`src/rtl/inst_fetch.sv`:
```
// inst_fetch: PC generator with a DEPTH-entry {pc, inst} prefetch queue and branch flush
module inst_fetch #(
  parameter int          DEPTH    = 4,
  parameter logic [31:0] RESET_PC = 32'h0000_0000
) (
  input  logic        clk,
  input  logic        rst,
  output logic [31:0] rom_addr_o,
  output logic        rom_ce_o,
  input  logic [31:0] rom_data_i,
  input  logic        stall_i,
  input  logic        branch_flag_i,
  input  logic [31:0] branch_target_i,
  output logic [31:0] inst_o,
  output logic [31:0] inst_pc_o,
  output logic        inst_valid_o
);
  localparam int AW = $clog2(DEPTH);
  localparam logic [AW:0] C_ONE = 1;
  localparam logic [AW-1:0] P_ONE = 1;
  logic [31:0] pc;
  logic [31:0] pcs [DEPTH];
  logic [31:0] insts [DEPTH];
  logic run;
  logic [AW:0] count;
  logic [AW-1:0] rd, wr;
  logic valid, pop, push;
  // count is a power of two at most, so its top bit alone flags a full queue
  always_comb begin
    valid = |count;
    pop = valid & ~stall_i;
    push = run & ~branch_flag_i & (~count[AW] | pop);
  end
  assign rom_ce_o = push;
  assign rom_addr_o = pc;
  assign inst_valid_o = valid;
  assign inst_o = valid ? insts[rd] : 32'h0;
  assign inst_pc_o = valid ? pcs[rd] : 32'h0;
  always_ff @(posedge clk or posedge rst) begin
    if (rst) begin
      pc <= RESET_PC;
      run <= 1'b0;
      count <= '0;
      rd <= '0;
      wr <= '0;
    end else begin
      run <= 1'b1;
      if (branch_flag_i) begin
        pc <= {branch_target_i[31:2], 2'b00};
        count <= '0;
        rd <= '0;
        wr <= '0;
      end else begin
        if (push) begin
          pc <= pc + 32'd4;
          wr <= wr + P_ONE;
        end
        if (pop) rd <= rd + P_ONE;
        count <= (push & ~pop) ? count + C_ONE : (pop & ~push) ? count - C_ONE : count;
      end
    end
  end
  always_ff @(posedge clk) begin
    if (push) begin
      pcs[wr] <= pc;
      insts[wr] <= rom_data_i;
    end
  end
endmodule

```
`config.mk`:
```
export PLATFORM = sky130hd
export DESIGN_NAME = inst_fetch
export DESIGN_NICKNAME = d
export VERILOG_FILES = /design/src/rtl/inst_fetch.sv
export SDC_FILE = /design/constraint.sdc
export NUM_CORES = 1
export LEC_CHECK = 0
export CAP_MARGIN = 25
export CORE_ASPECT_RATIO = 1.2
export CORE_MARGIN = 2
export CORE_UTILIZATION = 45
export CTS_CLUSTER_SIZE = 12
export DETAILED_ROUTE_END_ITERATION = 10
export PLACE_DENSITY_LB_ADDON = 0.25
export SLEW_MARGIN = 5
export SYNTH_ARGS = -nofsm -noshare
export SYNTH_HDL_FRONTEND = slang
export SYNTH_SLANG_ARGS = --single-unit
```
`constraint.sdc`:
```
create_clock -name clk -period 6.1 [get_ports clk]
set_input_delay 1.83 -clock clk [delete_from_list [all_inputs] [get_ports clk]]
set_output_delay 1.83 -clock clk [all_outputs]
set_load 0.005 [all_outputs]
```
==> metrics.cfg, run 1 <==
[status]
status=finished clean

[synth]
ys.flop_type=edfxtp_1
yosys_warnings=0
synth.most_common_cell=edfxtp_1
synth_edf_count=248
ys_seq_elements=286
synth-seq-area-share=0.721
synthArstFlopShare=0.133
yosysTopAreaCellShare=0.639
synthTopCellsByArea=edfxtp_1 64%, mux4_2 12%, dfrtp_1 8.2%
netlist_area_sq_um=11700
synth_common_cells=248 x edfxtp_1, 65 x and2_1, 62 x mux4_2
synth_top_area_cell=edfxtp_1
avgSynthCellArea_sq_um=17.8
synth_cells=654
ys_types=40

[worst_setup_path]
critical-path-slowest-cell=clkdlybuf4s50_1
cp_common_cell=clkdlybuf4s50_1
cp.arrival_ns=3.34
critical_path_class=primary input to primary output
ff2ff_setup_slack_ns=3.46
end_kind=primary output
max_stage_delay_ns=0.55
path_cells=clkdlybuf4s50_1 -> a21bo_2 -> nor2_1 -> clkdlybuf4s50_1
start_kind=primary input
cp_max_fo=7
critPathRequiredTime_ns=4.27

[cts]
cts_buffers=29
clk_pin_slew_ns=0.06
clk_path_buf_depth=3
cts_resized=0
cts-root-buf=clkbuf_16
ctsHoldBuffers=0
clock-sinks=286
htreeDepth=1
cts_setup_buffers=0
clk_latency_ns=0.54
cts_tree=yes

[sta]
hold_violations=0
finalClockSkew_ns=0.0143
min_period_ns=5.17
slew_violations=0
finalCritPeriodShare=0.847
holdWs_ns=0.578
fmax_mhz=194
setup-tns-final_ns=0
rsz0062_at_grt=no
tightestPinTransition_ns=0.996
slew-limit-headroom=0.336
setup_violations=0

[cells_and_area]
drive_above_1_share=0.144
final_nets=889
syn_to_final_growth_pct=24.1
diodes=0

[floorplan]
core_sq_um=25500
row_count=64
dieHeight_microns=180
die-area_sq_um=27200
start_util=0.458
fp.dieW_microns=151
ioPinCount=166

[global_routing]
track_usage=0.175
grt_overflow=0
grt_max_degree=64
grt_pass1_wl_microns=37000
antenna_found_initial=0
grt_pass1_vias=6807

[place]
portBuffers=159
dp_hpwl_microns=13800
place_congestion=0.820

[power_and_ir_drop]
p_per_area_nw_per_um2=348
power.leakage_uw=0.00470
power_uw=5030
vdd_drop_max_mv=0.210

[detailed_routing]
antenna_left=0
dr.pass1.iters=5
drc=0
routedWlPerCell_microns=20.2
drt_iter0_markers=425
routed_wirelength_microns=23600
num_vias=6461
vias_per_cell=5.53

[run]
cap_violations=0

[hold_path]
hold_path.class=flop to flop

==> final timing paths <==
| check | from | to | cells after the start |
|---|---|---|---|
| max | stall_i | rom_ce_o | 4 |
| min | wr[1] | wr[1] | 2 |
| max reg2reg | count[2] | rom_addr_o[24] | 4 |
| min reg2reg | wr[1] | wr[1] | 2 |
| max in group asynchronous | rst | rd[1] | 3 |
| min in group asynchronous | rst | rom_addr_o[24] | 3 |
==> flip-flops by register name (all words and copies together), names as in the netlist <==
| signal | cells |
|---|---|
| count | 3 |
| insts | 128 |
| pcs | 120 |
| rd | 2 |
| rom_addr_o | 30 |
| run | 1 |
| wr | 2 |
==> cells by family (layout without fill, tap and decap cells) <==
kind of cell	count (synthesis)	in the layout	share of synthesized area
buffers and inverters	50	231	0.0195
AND/OR/NAND/NOR	181	181	0.0920
XOR/XNOR	10	10	0.00752
multiplexers	63	63	0.121
flip-flops	286	286	0.721
adder cells (fa/ha/maj)	6	6	0.00709
other	2	5	0.000645
AO/OA/AOI/OAI	56	56	0.0317
==> power by group <==
part | total [uW] | leakage [uW] | internal, uW | switching (uW)
Sequential | 2380 | 0.00270 | 2230 | 149
Combinational | 1030 | 0.00158 | 649 | 377
Clock | 1620 | 0.000422 | 937 | 684
==> area by class of cell <==
class,count,area [sq um]
fillers,1960,11000
flip-flops and latches,286,8410
multi-input cells,321,3060
repair buffers,166,1670
clock buffers,51,848
well taps,330,413
inverters,11,41.3
clock inverters,3,25.0
==> worst max-delay path, delay by kind of cell <==
family	cells	cell delay, ns
AOI/OAI and AO/OA	1	0.34
buffers and inverters	2	1.06
and+or+nand+nor	1	0.11
==> per-stage QoR <==
| stage | cell area [sq um] | setup WS, ns | instances | util |
|---|---|---|---|---|
| global placement | 13500 | 0.943 | 1112 | 0.532 |
| detailed placement | 13600 | 0.942 | 1113 | 0.533 |
| floorplan | 11700 | 1.63 | 657 | - |
| finish | 14500 | 0.935 | 1168 | 0.568 |
| CTS | 14400 | 0.924 | 1167 | 0.567 |
| global route | 14500 | 0.852 | 1168 | 0.568 |
==> layout by cell type, fill, tap and decap left out, types with 3 or more instances in the layout <==
| cell | count |
|---|---|
| mux4_2 | 62 |
| dfrtp_1 | 36 |
| or4_1 | 19 |
| nand3_1 | 15 |
| o21ai_0 | 15 |
| inv_1 | 10 |
| buf_4 | 5 |
| ha_1 | 5 |
| nand2_1 | 28 |
| conb_1 | 5 |
| nand4_1 | 9 |
| a21oi_1 | 4 |
| and4_4 | 3 |
| and2_1 | 65 |
| o31ai_1 | 12 |
| clkdlybuf4s50_1 | 159 |
| nor3_1 | 4 |
| xnor2_1 | 3 |
| nor2_1 | 19 |
| o211ai_1 | 6 |
| and3_4 | 4 |
| edfxtp_1 | 248 |
| and3_1 | 3 |
| clkbuf_1 | 18 |
| clkbuf_16 | 29 |
| clkbuf_8 | 4 |
| a31oi_1 | 16 |
| xor2_1 | 7 |
==> metal layers <==
layer,wire (microns),up-vias,track usage
met2,12000,210,0.303
met5,0,-,0
met3,1270,31,0.0251
met4,437,0,0.0437
met1,9900,3317,0.232
li1,-,2903,-
Power figures use the tool's default switching activity.
==> run 2, diff against run 1 <==
==> constraint.sdc (replaced) <==
create_clock -name clk -period 5.38 [get_ports clk]
set_input_delay 1.614 -clock clk [delete_from_list [all_inputs] [get_ports clk]]
set_output_delay 1.614 -clock clk [all_outputs]
set_load 0.005 [all_outputs]
==> run 2 against run 1 <==
Sequential share of layout area decreased by 0.18 points. Total power rose by 14%. Combinational power rose by 15%. Non-clock buffer count is the same. First-iteration DRC count fell by 8.7%. Count of clock-buffer cells in the layout rose by 1. Sequential power is 13% higher. Wire length grew 0.87%. Highest routed layer unchanged. Setup slack worse by 0.29 ns. Clock skew shrank 0.0040 ns. Critical path depth stayed put. Largest cell class unchanged. Final cell count unchanged.
==> metrics.cfg, run 2 (synthesis results as in run 1) <==
[sta]
rsz0062_at_grt=no
slew-limit-headroom=0.327  ; -0.00910
hold_violations=0  ; unchanged
min_period_ns=4.74
finalCritPeriodShare=0.881
finalClockSkew_ns=0.0103  ; -0.00404 ns
slew_violations=0  ; unchanged
tightestPinTransition_ns=1.01  ; +0.0137 ns
fmax_mhz=211
setup-tns-final_ns=0  ; unchanged
finalWorstSetupSlack_ns=0.642  ; -0.292 ns
setup_violations=0  ; unchanged

[cells_and_area]
fill_cells=1964  ; +0.20%
final_cell_area_sq_um=14500  ; +0.31%
drive_above_1_share=0.146  ; +0.00119
syn_to_final_growth_pct=24.5
diodes=0  ; unchanged
final_nets=889  ; unchanged
fin_util=0.570  ; +0.00177
largest_register_ffs=128  ; unchanged
final_common_cell=edfxtp_1
largest_register=insts
layout_common_cells=248 x edfxtp_1, 159 x clkdlybuf4s50_1, 65 x and2_1, 62 x mux4_2, 36 x dfrtp_1

[worst_setup_path]
critPathRequiredTime_ns=3.77  ; -0.50 ns
critical-path-slowest-cell=clkdlybuf4s50_1
path_cells=clkdlybuf4s50_1 -> a21bo_2 -> nor2_1 -> clkdlybuf4s50_1
end_kind=primary output
max_stage_delay_ns=0.56  ; about the same
crit_family=buffers and inverters
cp.arrival_ns=3.12  ; -0.22 ns
start_kind=primary input
cp_common_cell=clkdlybuf4s50_1
critical_path_class=primary input to primary output
cp_max_fo=7  ; unchanged
critPathBufInv=2  ; unchanged

[detailed_routing]
drc=0  ; unchanged
routed_wirelength_microns=23800  ; +0.87%
vias_per_cell=5.51  ; -0.46%
routedWlPerCell_microns=20.4  ; +0.87%
antenna_left=0  ; unchanged
drt_iter0_markers=388  ; -8.7%
dr.pass1.iters=4  ; -1
num_vias=6431  ; -0.46%

[global_routing]
track_usage=0.177  ; +0.00288
antenna_found_initial=0  ; unchanged
grt_overflow=0  ; unchanged
grt_pass1_wl_microns=37400  ; +1.0%
grt_max_degree=64  ; unchanged
grt_pass1_vias=6826  ; +0.28%

[floorplan]
dieHeight_microns=180  ; unchanged
start_util=0.458  ; unchanged
die-area_sq_um=27200  ; unchanged
row_count=64  ; unchanged
ioPinCount=166  ; unchanged
fp.dieW_microns=151  ; unchanged
core_sq_um=25500  ; unchanged

[cts]
cts-root-buf=clkbuf_16
cts_setup_buffers=0  ; unchanged
clk_latency_ns=0.54  ; about the same
htreeDepth=1  ; unchanged
clk_path_buf_depth=3  ; unchanged
cts_resized=0  ; unchanged
cts_tree=yes
clk_pin_slew_ns=0.06  ; about the same
clock-sinks=286  ; unchanged
cts_buffers=29  ; unchanged
ctsHoldBuffers=0  ; unchanged

[place]
place_congestion=0.832  ; +1.4%
dp_hpwl_microns=14000  ; +1.4%
dp_slack_ns=0.662  ; -0.280 ns
portBuffers=159  ; unchanged
placed_area_sq_um=13600  ; about the same

[status]
status=finished clean

[power_and_ir_drop]
power_uw=5740  ; +14%
power.leakage_uw=0.00472  ; +0.40%
vdd_drop_max_mv=0.205  ; -2.5%
p_per_area_nw_per_um2=396  ; +14%

[run]
cap_violations=0  ; unchanged

[hold_path]
hold_path.class=flop to flop

==> run 2: per-layer routing <==
metal  up-vias  track usage  part of all wire
met5         -            0                 0
met4         0       0.0422             0.017
met3        26       0.0253             0.053
met2       195        0.308              0.52
met1      3297        0.237              0.41
li1       2913            -                 -
==> run 2: through the flow <==
stage,cells,hold slack [ns]
after floorplan,657,0.530
after global placement,1112,0.545
after detailed placement,1113,0.558
after CTS,1167,0.571
after global routing,1168,0.583
final,1168,0.571
==> run 2: final timing paths <==
| path | start | endpoint | slack, ns | cells after the start |
|---|---|---|---|---|
| worst max-delay path | stall_i | rom_ce_o | 0.64 | 4 |
| worst min-delay path | count[1] | count[1] | 0.57 | 1 |
| worst max register to register | count[2] | rom_addr_o[20] | 2.74 | 4 |
| worst min register to register | count[1] | count[1] | 0.57 | 1 |
| max in group asynchronous | rst | rd[1] | 3.51 | 3 |
| min in group asynchronous | rst | rom_addr_o[24] | 1.48 | 3 |
==> run 2: where the power goes <==
part           internal (uW)  switching [uW]  total, uW
Combinational            739             446       1180
Sequential              2530             154       2690
Clock                   1100             772       1870
==> run 2: area by class of cell <==
| class | count | area (sq um) | share of cell area |
|---|---|---|---|
| Inverter | 11 | 41.3 | 0.00285 |
| Clock buffer | 52 | 883 | 0.0609 |
| Clock inverter | 2 | 15.0 | 0.00104 |
| Multi-Input combinational cell | 321 | 3060 | 0.211 |
| Tap cell | 330 | 413 | 0.0285 |
| Timing Repair Buffer | 166 | 1690 | 0.116 |
| Sequential cell | 286 | 8410 | 0.580 |
